==> src/rtl/icache_fill_ctrl_if.sv <==
// Cache-side and memory-side signals of the icache fill controller.
// master = the controller's view, slave = the cache/memory environment's view.
interface icache_fill_ctrl_if #(
  parameter int LOG2CACHELINESIZE = 7
);
  logic                                miss_req;
  logic [31:0]                         miss_addr;
  logic                                miss_done;
  logic                                flush_req;
  logic                                flush_done;
  logic                                bus_flush;
  logic                                mem_rd_req;
  logic [31:0]                         mem_rd_addr;
  logic                                mem_rd_wait;
  logic                                mem_rd_valid;
  logic [31:0]                         mem_rd_data;
  logic [31:0]                         mem_filladdr;
  logic [2**LOG2CACHELINESIZE-1:0]     mem_filldata;
  logic                                mem_fillwe;

  modport master (
    input  miss_req, miss_addr, flush_req, mem_rd_wait, mem_rd_valid, mem_rd_data,
    output miss_done, flush_done, bus_flush, mem_rd_req, mem_rd_addr,
           mem_filladdr, mem_filldata, mem_fillwe
  );

  modport slave (
    output miss_req, miss_addr, flush_req, mem_rd_wait, mem_rd_valid, mem_rd_data,
    input  miss_done, flush_done, bus_flush, mem_rd_req, mem_rd_addr,
           mem_filladdr, mem_filldata, mem_fillwe
  );
endinterface

==> src/rtl/icache_fill_ctrl.sv <==
// Icache line fill / flush sequencer, one read outstanding, stalls on mem_rd_wait; first read one cycle after miss,
// fill strobe one cycle after the last beat. ICACHE_FILL_CRITWORD_EN starts the beat order at the missing word.
module icache_fill_ctrl #(
  parameter int LOG2CACHELINESIZE = 7,
  parameter int LOG2CACHEDEPTH    = 6
) (
  input  logic                  mem_clk,
  input  logic                  reset,
  icache_fill_ctrl_if.master    bus
);
  localparam int NBEATS = 2**(LOG2CACHELINESIZE-5);
  localparam int WIDX   = LOG2CACHELINESIZE-5;
  localparam int OFFW   = LOG2CACHELINESIZE-3;
  localparam logic [WIDX-1:0] LAST_BEAT = WIDX'(NBEATS-1);

  typedef enum logic [2:0] {IDLE, REQ, WAIT, WRITE, DONE, FLUSH} state_t;

  state_t                        state;
  logic [31:0]                   line_base;
  logic [WIDX-1:0]               start_idx;
  logic [WIDX-1:0]               beat_cnt;
  logic [NBEATS-1:0][31:0]       line_buf;
  logic [LOG2CACHEDEPTH-1:0]     flush_cnt;
  logic                          flush_pend;
  logic                          rd_req;
  logic [31:0]                   rd_addr;
  logic                          fillwe;
  logic                          miss_done;
  logic                          flush_done;
  logic                          bus_flush;

  logic [WIDX-1:0]               miss_start;
  logic [WIDX-1:0]               cur_idx;
  logic [WIDX-1:0]               next_idx;

`ifdef ICACHE_FILL_CRITWORD_EN
  assign miss_start = bus.miss_addr[LOG2CACHELINESIZE-4:2];
`else
  assign miss_start = '0;
`endif

  // Word slot is an offset from the starting word, so the order wraps inside the line.
  assign cur_idx  = start_idx + beat_cnt;
  assign next_idx = cur_idx + 1'b1;

  always_ff @(posedge mem_clk or posedge reset) begin
    if (reset) begin
      state      <= IDLE;
      line_base  <= '0;
      start_idx  <= '0;
      beat_cnt   <= '0;
      line_buf   <= '0;
      flush_cnt  <= '0;
      flush_pend <= 1'b0;
      rd_req     <= 1'b0;
      rd_addr    <= '0;
      fillwe     <= 1'b0;
      miss_done  <= 1'b0;
      flush_done <= 1'b0;
      bus_flush  <= 1'b0;
    end else begin
      fillwe     <= 1'b0;
      miss_done  <= 1'b0;
      flush_done <= 1'b0;
      if (bus.flush_req && state != IDLE) begin
        flush_pend <= 1'b1;
      end

      case (state)
        IDLE: begin
          if (bus.flush_req || flush_pend) begin
            flush_pend <= 1'b0;
            flush_cnt  <= '0;
            bus_flush  <= 1'b1;
            state      <= FLUSH;
          end else if (bus.miss_req) begin
            line_base <= {bus.miss_addr[31:OFFW], {OFFW{1'b0}}};
            start_idx <= miss_start;
            beat_cnt  <= '0;
            rd_addr   <= {bus.miss_addr[31:OFFW], miss_start, 2'b00};
            rd_req    <= 1'b1;
            state     <= REQ;
          end
        end
        REQ: begin
          if (!bus.mem_rd_wait) begin
            rd_req <= 1'b0;
            state  <= WAIT;
          end
        end
        WAIT: begin
          if (bus.mem_rd_valid) begin
            line_buf[cur_idx] <= bus.mem_rd_data;
            if (beat_cnt == LAST_BEAT) begin
              fillwe <= 1'b1;
              state  <= WRITE;
            end else begin
              beat_cnt <= beat_cnt + 1'b1;
              rd_addr  <= {line_base[31:OFFW], next_idx, 2'b00};
              rd_req   <= 1'b1;
              state    <= REQ;
            end
          end
        end
        WRITE: begin
          miss_done <= 1'b1;
          state     <= DONE;
        end
        DONE: begin
          state <= IDLE;
        end
        FLUSH: begin
          if (flush_cnt == '1) begin
            bus_flush  <= 1'b0;
            flush_done <= 1'b1;
            state      <= IDLE;
          end else begin
            flush_cnt <= flush_cnt + 1'b1;
          end
        end
        default: state <= IDLE;
      endcase
    end
  end

  assign bus.mem_rd_req   = rd_req;
  assign bus.mem_rd_addr  = rd_addr;
  assign bus.mem_filladdr = line_base;
  assign bus.mem_filldata = line_buf;
  assign bus.mem_fillwe   = fillwe;
  assign bus.miss_done    = miss_done;
  assign bus.flush_done   = flush_done;
  assign bus.bus_flush    = bus_flush;
endmodule

==> src/flat_wrapper.sv <==
// flat-port wrapper written by rule: the top's interface ports become plain ports
module icache_fill_ctrl_flat 
#(
  parameter int LOG2CACHELINESIZE = 7,
  parameter int LOG2CACHEDEPTH    = 6
)
  (mem_clk, reset, bus_miss_req, bus_miss_addr, bus_flush_req, bus_mem_rd_wait, bus_mem_rd_valid, bus_mem_rd_data, bus_miss_done, bus_flush_done, bus_bus_flush, bus_mem_rd_req, bus_mem_rd_addr, bus_mem_filladdr, bus_mem_filldata, bus_mem_fillwe);
  icache_fill_ctrl_if #(.LOG2CACHELINESIZE(LOG2CACHELINESIZE)) bus_i ();
  input  logic mem_clk;
  input  logic reset;
  input wire logic [$bits(bus_i.miss_req)-1:0] bus_miss_req;
  input wire logic [$bits(bus_i.miss_addr)-1:0] bus_miss_addr;
  input wire logic [$bits(bus_i.flush_req)-1:0] bus_flush_req;
  input wire logic [$bits(bus_i.mem_rd_wait)-1:0] bus_mem_rd_wait;
  input wire logic [$bits(bus_i.mem_rd_valid)-1:0] bus_mem_rd_valid;
  input wire logic [$bits(bus_i.mem_rd_data)-1:0] bus_mem_rd_data;
  output wire logic [$bits(bus_i.miss_done)-1:0] bus_miss_done;
  output wire logic [$bits(bus_i.flush_done)-1:0] bus_flush_done;
  output wire logic [$bits(bus_i.bus_flush)-1:0] bus_bus_flush;
  output wire logic [$bits(bus_i.mem_rd_req)-1:0] bus_mem_rd_req;
  output wire logic [$bits(bus_i.mem_rd_addr)-1:0] bus_mem_rd_addr;
  output wire logic [$bits(bus_i.mem_filladdr)-1:0] bus_mem_filladdr;
  output wire logic [$bits(bus_i.mem_filldata)-1:0] bus_mem_filldata;
  output wire logic [$bits(bus_i.mem_fillwe)-1:0] bus_mem_fillwe;
  assign bus_i.miss_req = bus_miss_req;
  assign bus_i.miss_addr = bus_miss_addr;
  assign bus_i.flush_req = bus_flush_req;
  assign bus_i.mem_rd_wait = bus_mem_rd_wait;
  assign bus_i.mem_rd_valid = bus_mem_rd_valid;
  assign bus_i.mem_rd_data = bus_mem_rd_data;
  assign bus_miss_done = bus_i.miss_done;
  assign bus_flush_done = bus_i.flush_done;
  assign bus_bus_flush = bus_i.bus_flush;
  assign bus_mem_rd_req = bus_i.mem_rd_req;
  assign bus_mem_rd_addr = bus_i.mem_rd_addr;
  assign bus_mem_filladdr = bus_i.mem_filladdr;
  assign bus_mem_filldata = bus_i.mem_filldata;
  assign bus_mem_fillwe = bus_i.mem_fillwe;
  icache_fill_ctrl #(.LOG2CACHELINESIZE(LOG2CACHELINESIZE), .LOG2CACHEDEPTH(LOG2CACHEDEPTH)) u_core (.mem_clk(mem_clk), .reset(reset), .bus(bus_i));
endmodule
==> config.mk <==
export PLATFORM = sky130hd
export DESIGN_NAME = icache_fill_ctrl_flat
export DESIGN_NICKNAME = d
export VERILOG_FILES = /design/src/rtl/icache_fill_ctrl_if.sv /design/src/rtl/icache_fill_ctrl.sv /design/src/flat_wrapper.sv
export SDC_FILE = /design/constraint.sdc
export NUM_CORES = 1
export LEC_CHECK = 0
export ABC_AREA = 1
export CAP_MARGIN = 10
export CORE_MARGIN = 2
export CORE_UTILIZATION = 40
export CTS_CLUSTER_DIAMETER = 50
export DETAILED_ROUTE_END_ITERATION = 6
export PLACE_DENSITY = 0.78
export SLEW_MARGIN = 20
export SYNTH_ARGS = -nofsm -noshare
export SYNTH_HDL_FRONTEND = slang
export SYNTH_SLANG_ARGS = --single-unit
==> constraint.sdc <==
create_clock -name mem_clk -period 7.2 [get_ports mem_clk]
set_input_delay 0.72 -clock mem_clk [delete_from_list [all_inputs] [get_ports mem_clk]]
set_output_delay 0.72 -clock mem_clk [all_outputs]
set_load 0.01 [all_outputs]
==> impl_metrics.env, run 1 <==
export IMPL_synth_ff_type="dfrtp_1"
export IMPL_reg2reg_depth=7
export IMPL_die_x_um=146.4
export IMPL_die_area_um2=21440
export IMPL_timing_fmax_mhz=323.5
export IMPL_routabilityCongestion=0.7846
export IMPL_clockBufferDepth=3
export IMPL_final_cell_mix="clkdlybuf4s50_1, nand2_1, dfrtp_1"
export IMPL_diodes=0
export IMPL_ys_ff_latch=201
export IMPL_numClockSinks=201
export IMPL_drc=0
export IMPL_hold_class="reg -> reg"
export IMPL_min_period_ns=3.091
export IMPL_drt_vias_per_instance=4.749
export IMPL_root_buffer="clkbuf_16"
export IMPL_initial_utilization=0.4050
export IMPL_rows=52
export IMPL_cts_hold_buffers_added=0
export IMPL_place_port_buffers=256
export IMPL_fp_dieH_um=146.4
export IMPL_htree_num_levels=1
export IMPL_comb_power_share=0.032
export IMPL_ioPinCount=267
export IMPL_clk_pin_slew_ns=0.06
export IMPL_cp_end_kind="flop"
export IMPL_synth_edf_count=0
export IMPL_setup_viol=0
export IMPL_nets=1194
export IMPL_status="finished, final reports clean"
export IMPL_grt_pass1_vias=6808
export IMPL_track_usage=0.1976
export IMPL_layout_commonest_cell="clkdlybuf4s50_1"
export IMPL_async_flop_share=1.000
export IMPL_gr_total_overflow=0
export IMPL_drv_slew=0
export IMPL_clock_latency_ns=0.51
export IMPL_yosysWarnings=0
export IMPL_setup_ws_ns=4.109
export IMPL_synth_top_cell_area_share=0.6198
export IMPL_hold_violations=0
export IMPL_maxSlewHeadroom=0.3269
export IMPL_cap_violations=0
export IMPL_cts_buffers=26
export IMPL_synth_area_per_cell_um2=9.253
export IMPL_required_ns=7.57
export IMPL_power_density_nw_per_um2=213.6
export IMPL_finClkSkew_ns=0.01291
export IMPL_antenna_found_initial=0
export IMPL_layout_drive_gt1_share=0.05536
export IMPL_post_dp_hpwl_mm=14.13
export IMPL_yosys_area_top_type="dfrtp_1"
export IMPL_post_place_ws_ns=3.988
export IMPL_syn_area_um2=8115
export IMPL_drtIter0Drc=283
export IMPL_rsz0062_at_grt="no"
export IMPL_min_delay_path_depth=2
export IMPL_p_clk_frac=0.512
export IMPL_worstPathArrival_ns=3.47
export IMPL_max_slew_worst_pin_slew_ns=1.008
export IMPL_design_core_area_um2=20040
export IMPL_grt_pass1_wl_mm=34.89
export IMPL_synth_distinct_cells=28
export IMPL_ys_seq_area_frac=0.6198
export IMPL_p_seq_frac=0.455
export IMPL_drt_antenna_violating_nets=0
export IMPL_path_class="reg -> reg"
export IMPL_avgRoutedWirePerCell_um=15.05
export IMPL_synth_area_leaders="dfrtp_1, nand2_1, o21ai_0, o21ai_1, inv_1"
export IMPL_vdd_ir_drop_max_uv=189.2
export IMPL_synthToLayoutAreaGrowth_pct=43.22
export IMPL_p_sw_frac=0.2143
export IMPL_switching_power_uw=531.9
export IMPL_fin_crit_sh=0.4293
export IMPL_cts_tree="done"
export IMPL_grt_max_degree=123
export IMPL_p_int_uw=1950
export IMPL_cts_setup_buffers=0
export IMPL_cp_start_kind="flop"
export IMPL_synthCells=877
export IMPL_crit_fanout=59
export IMPL_drt_pass1_iter_count=4
export IMPL_routed_wl_mm=21.19
export IMPL_tns_ns=0
export IMPL_num_vias=6687
export IMPL_p_leak_uw=0.005599
export IMPL_cts_resized=0
==> critical path, cell delays in order (launching register included) <==
cell and delay, ns:
dfrtp_1 0.44, inv_2 0.17, nand3_2 0.78, nor2_4 0.50, nand2_2 0.45, buf_4 0.41, nand2_1 0.09, o21ai_0 0.09
==> power groups by stage <==
stage | sequential [uW] | combinational (uW) | clock [uW]
after floorplan | 1150 | 34.6 | 0
after global placement | 1150 | 81.6 | 0
after detailed placement | 1150 | 82.1 | 0
after CTS | 1130 | 82.5 | 1300
after global routing | 1130 | 90.5 | 1350
final | 1130 | 80.3 | 1270
==> cell families after synthesis <==
group | Yosys count | share of synthesized area
AO/OA/AOI/OAI | 193 | 0.1196
XOR/XNOR | 1 | 0.001079
adder cells (fa/ha/maj) | 5 | 0.007709
buffers and inverters | 134 | 0.07940
flip-flops | 201 | 0.6198
other | 1 | 0.0004621
AND/OR/NAND/NOR | 342 | 0.1719
==> metal layers <==
layer / routed length (um) / vias up / track usage
met5: 0 / - / 0
met4: 216 / 0 / 0.03883
li1: - / 3280 / -
met2: 10100 / 242 / 0.3330
met3: 2324 / 23 / 0.07875
met1: 8555 / 3142 / 0.2430
==> sequential cells by signal (all words and copies together) (netlist names) <==
| register | flops |
|---|---|
| u_core.bus.mem_rd_addr | 29 |
| u_core.bus.miss_done | 1 |
| u_core.state | 3 |
| u_core.flush_pend | 1 |
| u_core.bus.mem_fillwe | 1 |
| u_core.bus.flush_done | 1 |
| u_core.bus.bus_flush | 1 |
| u_core.bus.mem_filladdr | 28 |
| u_core.beat_cnt | 1 |
| u_core.flush_cnt | 6 |
| u_core.bus.mem_filldata | 128 |
| u_core.bus.mem_rd_req | 1 |
==> area by class of cell <==
type	instances	area, um2
Multi-Input combinational cell	547	2475
Inverter	82	315.3
Sequential cell	201	5030
Fill cell	1775	8417
Clock inverter	12	138.9
Timing Repair Buffer	261	2600
Clock buffer	35	725.7
Tap cell	270	337.8
==> cell usage after synthesis (2+ instances only) <==
cell / number
nand3_1: 39
nand2_1: 246
nor2_4: 2
buf_1: 2
buf_2: 14
o21ai_1: 79
nor3_1: 2
o21ai_0: 82
inv_2: 3
dfrtp_1: 201
clkbuf_1: 12
ha_1: 5
nand3_2: 3
inv_1: 79
buf_8: 2
nand2_2: 5
nor2_1: 40
nand4_1: 2
buf_4: 17
a21oi_1: 30
buf_6: 5
==> path summary, 6_finish.rpt <==
kind,start,endpoint,slack (ns)
max,u_core.state[0],u_core.bus.mem_filldata[8],4.11
min,u_core.bus.mem_rd_addr[23],u_core.bus.mem_rd_addr[23],0.47
max reg2reg,u_core.state[0],u_core.bus.mem_filldata[8],4.11
min reg2reg,u_core.bus.mem_rd_addr[23],u_core.bus.mem_rd_addr[23],0.47
max in group asynchronous,reset,u_core.bus.mem_filldata[73],4.84
min in group asynchronous,reset,u_core.bus.mem_filladdr[16],0.77
==> per-stage QoR <==
stage | cells | hold slack [ns] | instance area [um2] | total power [uW] | utilization
finish | 1408 | 0.4695 | 11620 | 2482 | 0.5800
global route | 1408 | 0.4954 | 11620 | 2570 | 0.5800
CTS | 1408 | 0.4726 | 11610 | 2514 | 0.5794
detailed placement | 1361 | 0.4575 | 10750 | 1232 | 0.5362
global placement | 1361 | 0.4538 | 10750 | 1232 | 0.5362
floorplan | 882 | 0.4701 | 8134 | 1185 | -
Power figures use the tool's default switching activity.
==> run 2: changes to the inputs <==
--- a/config.mk
+++ b/config.mk
@@ -11,7 +11,7 @@
 export CORE_UTILIZATION = 40
 export CTS_CLUSTER_DIAMETER = 50
 export DETAILED_ROUTE_END_ITERATION = 6
-export PLACE_DENSITY = 0.78
+export PLACE_DENSITY = 0.81
 export SLEW_MARGIN = 20
 export SYNTH_ARGS = -nofsm -noshare
 export SYNTH_HDL_FRONTEND = slang
==> constraint.sdc (replaced) <==
create_clock -name mem_clk -period 2.75 [get_ports mem_clk]
set_input_delay 0.275 -clock mem_clk [delete_from_list [all_inputs] [get_ports mem_clk]]
set_output_delay 0.275 -clock mem_clk [all_outputs]
set_load 0.01 [all_outputs]
==> run 2 against run 1 <==
Net effect: via count grew 0.84%; worst setup slack worse by 3.2 ns; routed wire length up 0.41%; fmax grew 70%; critical path depth did not move; non-clock buffer count is 10 higher; clock-buffer cell count shrank 3; clock skew about the same; clock power rose by 130%; global-route usage fell by 0.083 points; utilization is 0.11 points lower.
==> impl_metrics.env, run 2 (same netlist as run 1, synthesis figures left out) <==
export IMPL_synthToLayoutAreaGrowth_pct=42.94
export IMPL_vdd_ir_drop_max_uv=531.1
export IMPL_clk_pin_slew_ns=0.06
export IMPL_grt_max_degree=66
export IMPL_routed_wl_mm=21.28
export IMPL_die_x_um=146.4
export IMPL_max_slew_worst_pin_slew_ns=0.7256
export IMPL_crit_buf_inv=0
export IMPL_cp_start_kind="flop"
export IMPL_p_clk_frac=0.484
export IMPL_initial_utilization=0.4050
export IMPL_ioPinCount=267
export IMPL_comb_power_share=0.037
export IMPL_maxSlewHeadroom=0.5163
export IMPL_drt_pass1_iter_count=7
export IMPL_reg2reg_depth=7
export IMPL_drc=0
export IMPL_cts_hold_buffers_added=0
export IMPL_power_density_nw_per_um2=531.6
export IMPL_postLayoutCellArea_um2=11600
export IMPL_slowest_stage="dfrtp_1"
export IMPL_required_ns=3.19
export IMPL_reg2reg_to="u_core.bus.mem_rd_addr[21]"
export IMPL_finClkSkew_ns=0.01309
export IMPL_cts_resized=0
export IMPL_instances_no_fill=1412
export IMPL_hold_class="in -> async"
export IMPL_fp_dieH_um=146.4
export IMPL_avgRoutedWirePerCell_um=15.07
export IMPL_nets=1201
export IMPL_p_leak_uw=0.005586
export IMPL_dpl_cell_area_um2=10850
export IMPL_clock_latency_ns=0.50
export IMPL_clockBufferDepth=3
export IMPL_cts_buffers=23
export IMPL_placed_cells=1371
export IMPL_cpLargestDelayFamily="simple AND/OR/NAND/NOR gates"
export IMPL_p_sw_frac=0.2119
export IMPL_min_period_ns=1.818
export IMPL_numClockSinks=201
export IMPL_rsz0062_at_grt="no"
export IMPL_fin_crit_sh=0.6612
export IMPL_drt_vias_per_instance=4.775
export IMPL_fin_hold_ws_ns=0.2487
export IMPL_timing_fmax_mhz=550.0
export IMPL_cts_tree="done"
export IMPL_p_seq_frac=0.480
export IMPL_num_vias=6743
export IMPL_crit_fanout=31
export IMPL_routabilityCongestion=0.7946
export IMPL_cap_violations=0
export IMPL_status="finished, final reports clean"
export IMPL_track_usage=0.1968
export IMPL_p_int_uw=4860
export IMPL_layout_commonest_cell="clkdlybuf4s50_1"
export IMPL_layout_drive_gt1_share=0.05779
export IMPL_worstPathArrival_ns=2.26
export IMPL_place_port_buffers=256
export IMPL_switching_power_uw=1307
export IMPL_design_core_area_um2=20040
export IMPL_final_cell_mix="clkdlybuf4s50_1, nand2_1, dfrtp_1"
export IMPL_drv_slew=0
export IMPL_cp_end_kind="flop"
export IMPL_drt_antenna_violating_nets=0
export IMPL_post_dp_hpwl_mm=14.61
export IMPL_worstPathCellList="nor2_2, nand3_2, nand2_2, nor2_4, nand2_2, nand2_1, nand2_1"
export IMPL_diodes=0
export IMPL_critPathMaxStageDelay_ns=0.46
export IMPL_reg2reg_slack_ns=0.93
export IMPL_htree_num_levels=1
export IMPL_antenna_found_initial=0
export IMPL_root_buffer="clkbuf_16"
export IMPL_path_class="reg -> reg"
export IMPL_tns_ns=0
export IMPL_setup_viol=0
export IMPL_grt_pass1_vias=6692
export IMPL_grt_pass1_wl_mm=34.85
export IMPL_cts_setup_buffers=0
export IMPL_largest_reg_flops=128
export IMPL_drtIter0Drc=288
export IMPL_reg2reg_from="u_core.state[1]"
export IMPL_hold_violations=0
export IMPL_rows=52
export IMPL_gr_total_overflow=0
export IMPL_die_area_um2=21440
-- run 2: power groups by stage --
stage	combinational [uW]	sequential [uW]	clock, uW
floorplan	91.2	3010	0
global placement	229	3010	0
detailed placement	230	3010	0
CTS	232	2960	3050
global route	255	2960	3160
finish	225	2960	2980
-- run 2: worst max path at each step --
stage	depth (start not counted)	endpoint	from	slack (ns)
4_1_cts	7	u_core.bus.mem_rd_addr[21]	u_core.state[1]	0.91
3_3_place_gp	9	u_core.bus.mem_rd_addr[13]	bus_flush_req	0.81
3_5_place_dp	9	u_core.bus.mem_rd_addr[27]	bus_flush_req	0.72
6_report	7	u_core.bus.mem_rd_addr[21]	u_core.state[1]	0.93
2_1_floorplan	1	u_core.beat_cnt[0]	reset	-0.13
5_1_grt	7	u_core.bus.mem_rd_addr[21]	u_core.state[1]	0.70
-- run 2: worst reg2reg max path, cell delays in order, from the launching register on --
cell and delay [ns]:
dfrtp_1 0.46, nor2_2 0.24, nand3_2 0.17, nand2_2 0.15, nor2_4 0.04, nand2_2 0.46
nand2_1 0.14, nand2_1 0.09
-- run 2: cell type report --
| type | instances | area, um2 |
|---|---|---|
| multi-input combinational | 547 | 2462 |
| inverter | 82 | 311.5 |
| clock buffer | 32 | 629.4 |
| tap | 270 | 337.8 |
| fill | 1736 | 8439 |
| clock inverter | 9 | 116.4 |
| timing repair buffer | 271 | 2713 |
| sequential | 201 | 5030 |
-- run 2: layer usage --
| layer | global-route usage | wire length [um] | vias up | part of all wire |
|---|---|---|---|---|
| li1 | - | - | 3285 | - |
| met1 | 0.2520 | 8755 | 3165 | 0.41 |
| met2 | 0.3297 | 9998 | 261 | 0.47 |
| met3 | 0.06031 | 2052 | 32 | 0.096 |
| met4 | 0.04757 | 471 | 0 | 0.022 |
| met5 | 0 | 0 | - | 0 |
-- run 2: stage by stage --
step	worst slack, ns	total power [uW]	util
2_1_floorplan	-0.1273	3104	-
3_3_place_gp	0.8085	3240	0.5416
3_5_place_dp	0.7243	3242	0.5416
4_1_cts	0.9104	6243	0.5789
5_1_grt	0.7009	6373	0.5789
6_report	0.9318	6167	0.5789
==> run 3: changes to the inputs <==
==> constraint.sdc (replaced) <==
create_clock -name mem_clk -period 1.62 [get_ports mem_clk]
set_input_delay 0.162 -clock mem_clk [delete_from_list [all_inputs] [get_ports mem_clk]]
set_output_delay 0.162 -clock mem_clk [all_outputs]
set_load 0.01 [all_outputs]
==> run 3 against run 2 <==
Net effect: the run now ends with negative setup slack left; first-iteration DRC count increased by 51%; register-to-register slack worse by 0.94 ns; cell count grew 2.2%; design area up 5.6%; fmax is 11% higher; worst setup slack lost 0.94 ns; sequential share of layout area shrank 2.3 points; via count up 6.5%; critical path type unchanged; critical endpoint is now u_core.bus.mem_filldata[125].
==> impl_metrics.env, run 3 (same netlist as run 1, synthesis figures left out) <==
export IMPL_grt_max_degree=73
export IMPL_cp_start_kind="flop"
export IMPL_largest_reg_flops=128
export IMPL_post_dp_hpwl_mm=15.15
export IMPL_clock_latency_ns=0.51
export IMPL_reg2reg_from="u_core.state[2]"
export IMPL_status="finished with violations"
export IMPL_drtIter0Drc=435
export IMPL_reg2reg_to="u_core.bus.mem_filldata[125]"
export IMPL_reg2reg_slack_ns=-0.01
export IMPL_register_area_um2=5032
export IMPL_timing_fmax_mhz=612.9
export IMPL_crit_end="u_core.bus.mem_filldata[125]"
export IMPL_drt_vias_per_instance=4.978
export IMPL_worstSetupStartpoint="u_core.state[2]"
export IMPL_power_total_uw=10200
export IMPL_routabilityCongestion=0.7844
export IMPL_htree_num_levels=1
export IMPL_hold_class="in -> async"
export IMPL_clockBufferDepth=3
export IMPL_die_area_um2=21440
export IMPL_drt_antenna_violating_nets=0
export IMPL_hold_violations=0
export IMPL_drc=0
export IMPL_final_cell_mix="nand2_1, clkdlybuf4s50_1, dfrtp_1"
export IMPL_required_ns=2.04
export IMPL_cp_end_kind="flop"
export IMPL_setup_ws_ns=-0.01168
export IMPL_routed_wl_mm=25.37
export IMPL_design_core_area_um2=20040
export IMPL_diodes=0
export IMPL_grt_pass1_vias=6881
export IMPL_root_buffer="clkbuf_16"
export IMPL_clk_pin_slew_ns=0.06
export IMPL_grt_pass1_wl_mm=35.73
export IMPL_initial_utilization=0.4050
export IMPL_rows=52
export IMPL_finClkSkew_ns=0.009171
export IMPL_nets=1232
export IMPL_ioPinCount=267
export IMPL_avgRoutedWirePerCell_um=17.58
export IMPL_fin_crit_sh=1.007
export IMPL_layout_commonest_cell="nand2_1"
export IMPL_synthToLayoutAreaGrowth_pct=50.97
export IMPL_numClockSinks=201
export IMPL_die_x_um=146.4
export IMPL_fp_dieH_um=146.4
export IMPL_cts_buffers=23
export IMPL_num_vias=7183
export IMPL_layout_drive_gt1_share=0.09292
export IMPL_place_port_buffers=256
export IMPL_track_usage=0.2031
export IMPL_final_util=0.6114
export IMPL_p_leak_uw=0.006380
export IMPL_setup_viol=1
export IMPL_vdd_ir_drop_max_uv=679.0
export IMPL_drv_slew=0
export IMPL_failed_checks="negative setup slack"
export IMPL_drt_pass1_iter_count=5
export IMPL_path_class="reg -> reg"
export IMPL_cap_violations=0
export IMPL_crit_fanout=25
export IMPL_multi_input_area_um2=2536
export IMPL_rsz0062_at_grt="yes"
export IMPL_cts_tree="done"
export IMPL_fill_cells=1644
export IMPL_gr_total_overflow=0
export IMPL_power_density_nw_per_um2=832.2
export IMPL_min_period_ns=1.632
export IMPL_reg2reg_depth=7
export IMPL_antenna_found_initial=0
export IMPL_worstPathArrival_ns=2.05
[run 3: cell count changes in the layout (fill, tap and decap cells not counted), sizes merged]
cell / change
clkdlybuf4s50: -39
clkinv: +3
dlymetal6s2s: +26
clkbuf: +8
inv: +2
buf: +20
bufinv: -2
dlygate4sd2: +13
[run 3: how the worst min path moves through the flow]
stage / to / slack (ns) / startpoint / cells past startpoint
floorplan: u_core.bus.mem_filladdr[10] / 0.32 / bus_miss_addr[10] / 2
global placement: u_core.bus.mem_rd_addr[30] / 0.45 / u_core.bus.mem_rd_addr[30] / 2
detailed placement: u_core.bus.mem_rd_addr[26] / 0.46 / u_core.bus.mem_rd_addr[26] / 2
CTS: u_core.bus.mem_filldata[121] / 0.08 / reset / 3
global route: u_core.bus.mem_filldata[121] / 0.1 / reset / 3
finish: u_core.bus.mem_filldata[121] / 0.09 / reset / 3
[run 3: worst max-delay path, stage by stage (launching register included)]
cell and delay, ns:
dfrtp_2 0.46, inv_4 0.10, nand3_4 0.10, nor2_4 0.21
buf_4 0.16, nand2_4 0.09, clkbuf_16 0.23, o21ai_1 0.19
[run 3: final cells by class]
class | count | area share
inverter | 82 | 0.02584
tap | 270 | 0.02757
clock inverter | 12 | 0.006944
clock buffer | 29 | 0.04963
multi-input combinational | 547 | 0.2070
sequential | 201 | 0.4107
timing repair buffer | 302 | 0.2723
[run 3: timing repair]
| action | in CTS | in global routing |
|---|---|---|
| hold buffers | 0 | 0 |
| setup endpoints to repair | 13 | 99 |
| setup buffers | 0 | 7 |
| gates resized for setup | 13 | 53 |
| pin swaps | 0 | 5 |
| gates cloned | 0 | 13 |
[run 3: through the flow]
| stage | instances | worst slack (ns) | TNS [ns] | hold WS [ns] | cell area (um2) |
|---|---|---|---|---|---|
| 6_report | 1443 | -0.01168 | -0.01168 | 0.08662 | 12250 |
| 5_1_grt | 1443 | -0.07285 | -1.935 | 0.09867 | 12250 |
| 4_1_cts | 1423 | 0.004566 | 0 | 0.08483 | 11730 |
| 3_5_place_dp | 1382 | 0.05675 | 0 | 0.4593 | 11050 |
| 3_3_place_gp | 1382 | 0.09460 | 0 | 0.4539 | 11050 |
| 2_1_floorplan | 882 | -1.144 | -230.01 | 0.3206 | 8138 |
[run 3: per-layer routing]
layer,part of all wire,vias up,GRT usage
li1,-,3358,-
met1,0.39,3447,0.2491
met5,0,-,0
met3,0.095,43,0.06656
met4,0.018,0,0.04563
met2,0.50,335,0.3509
[run 3: where the power goes]
group,total (uW),switching [uW],internal (uW)
registers,5020,0.0000000000000988,5020
clock network,4780,2090,2690
logic,395,212,182
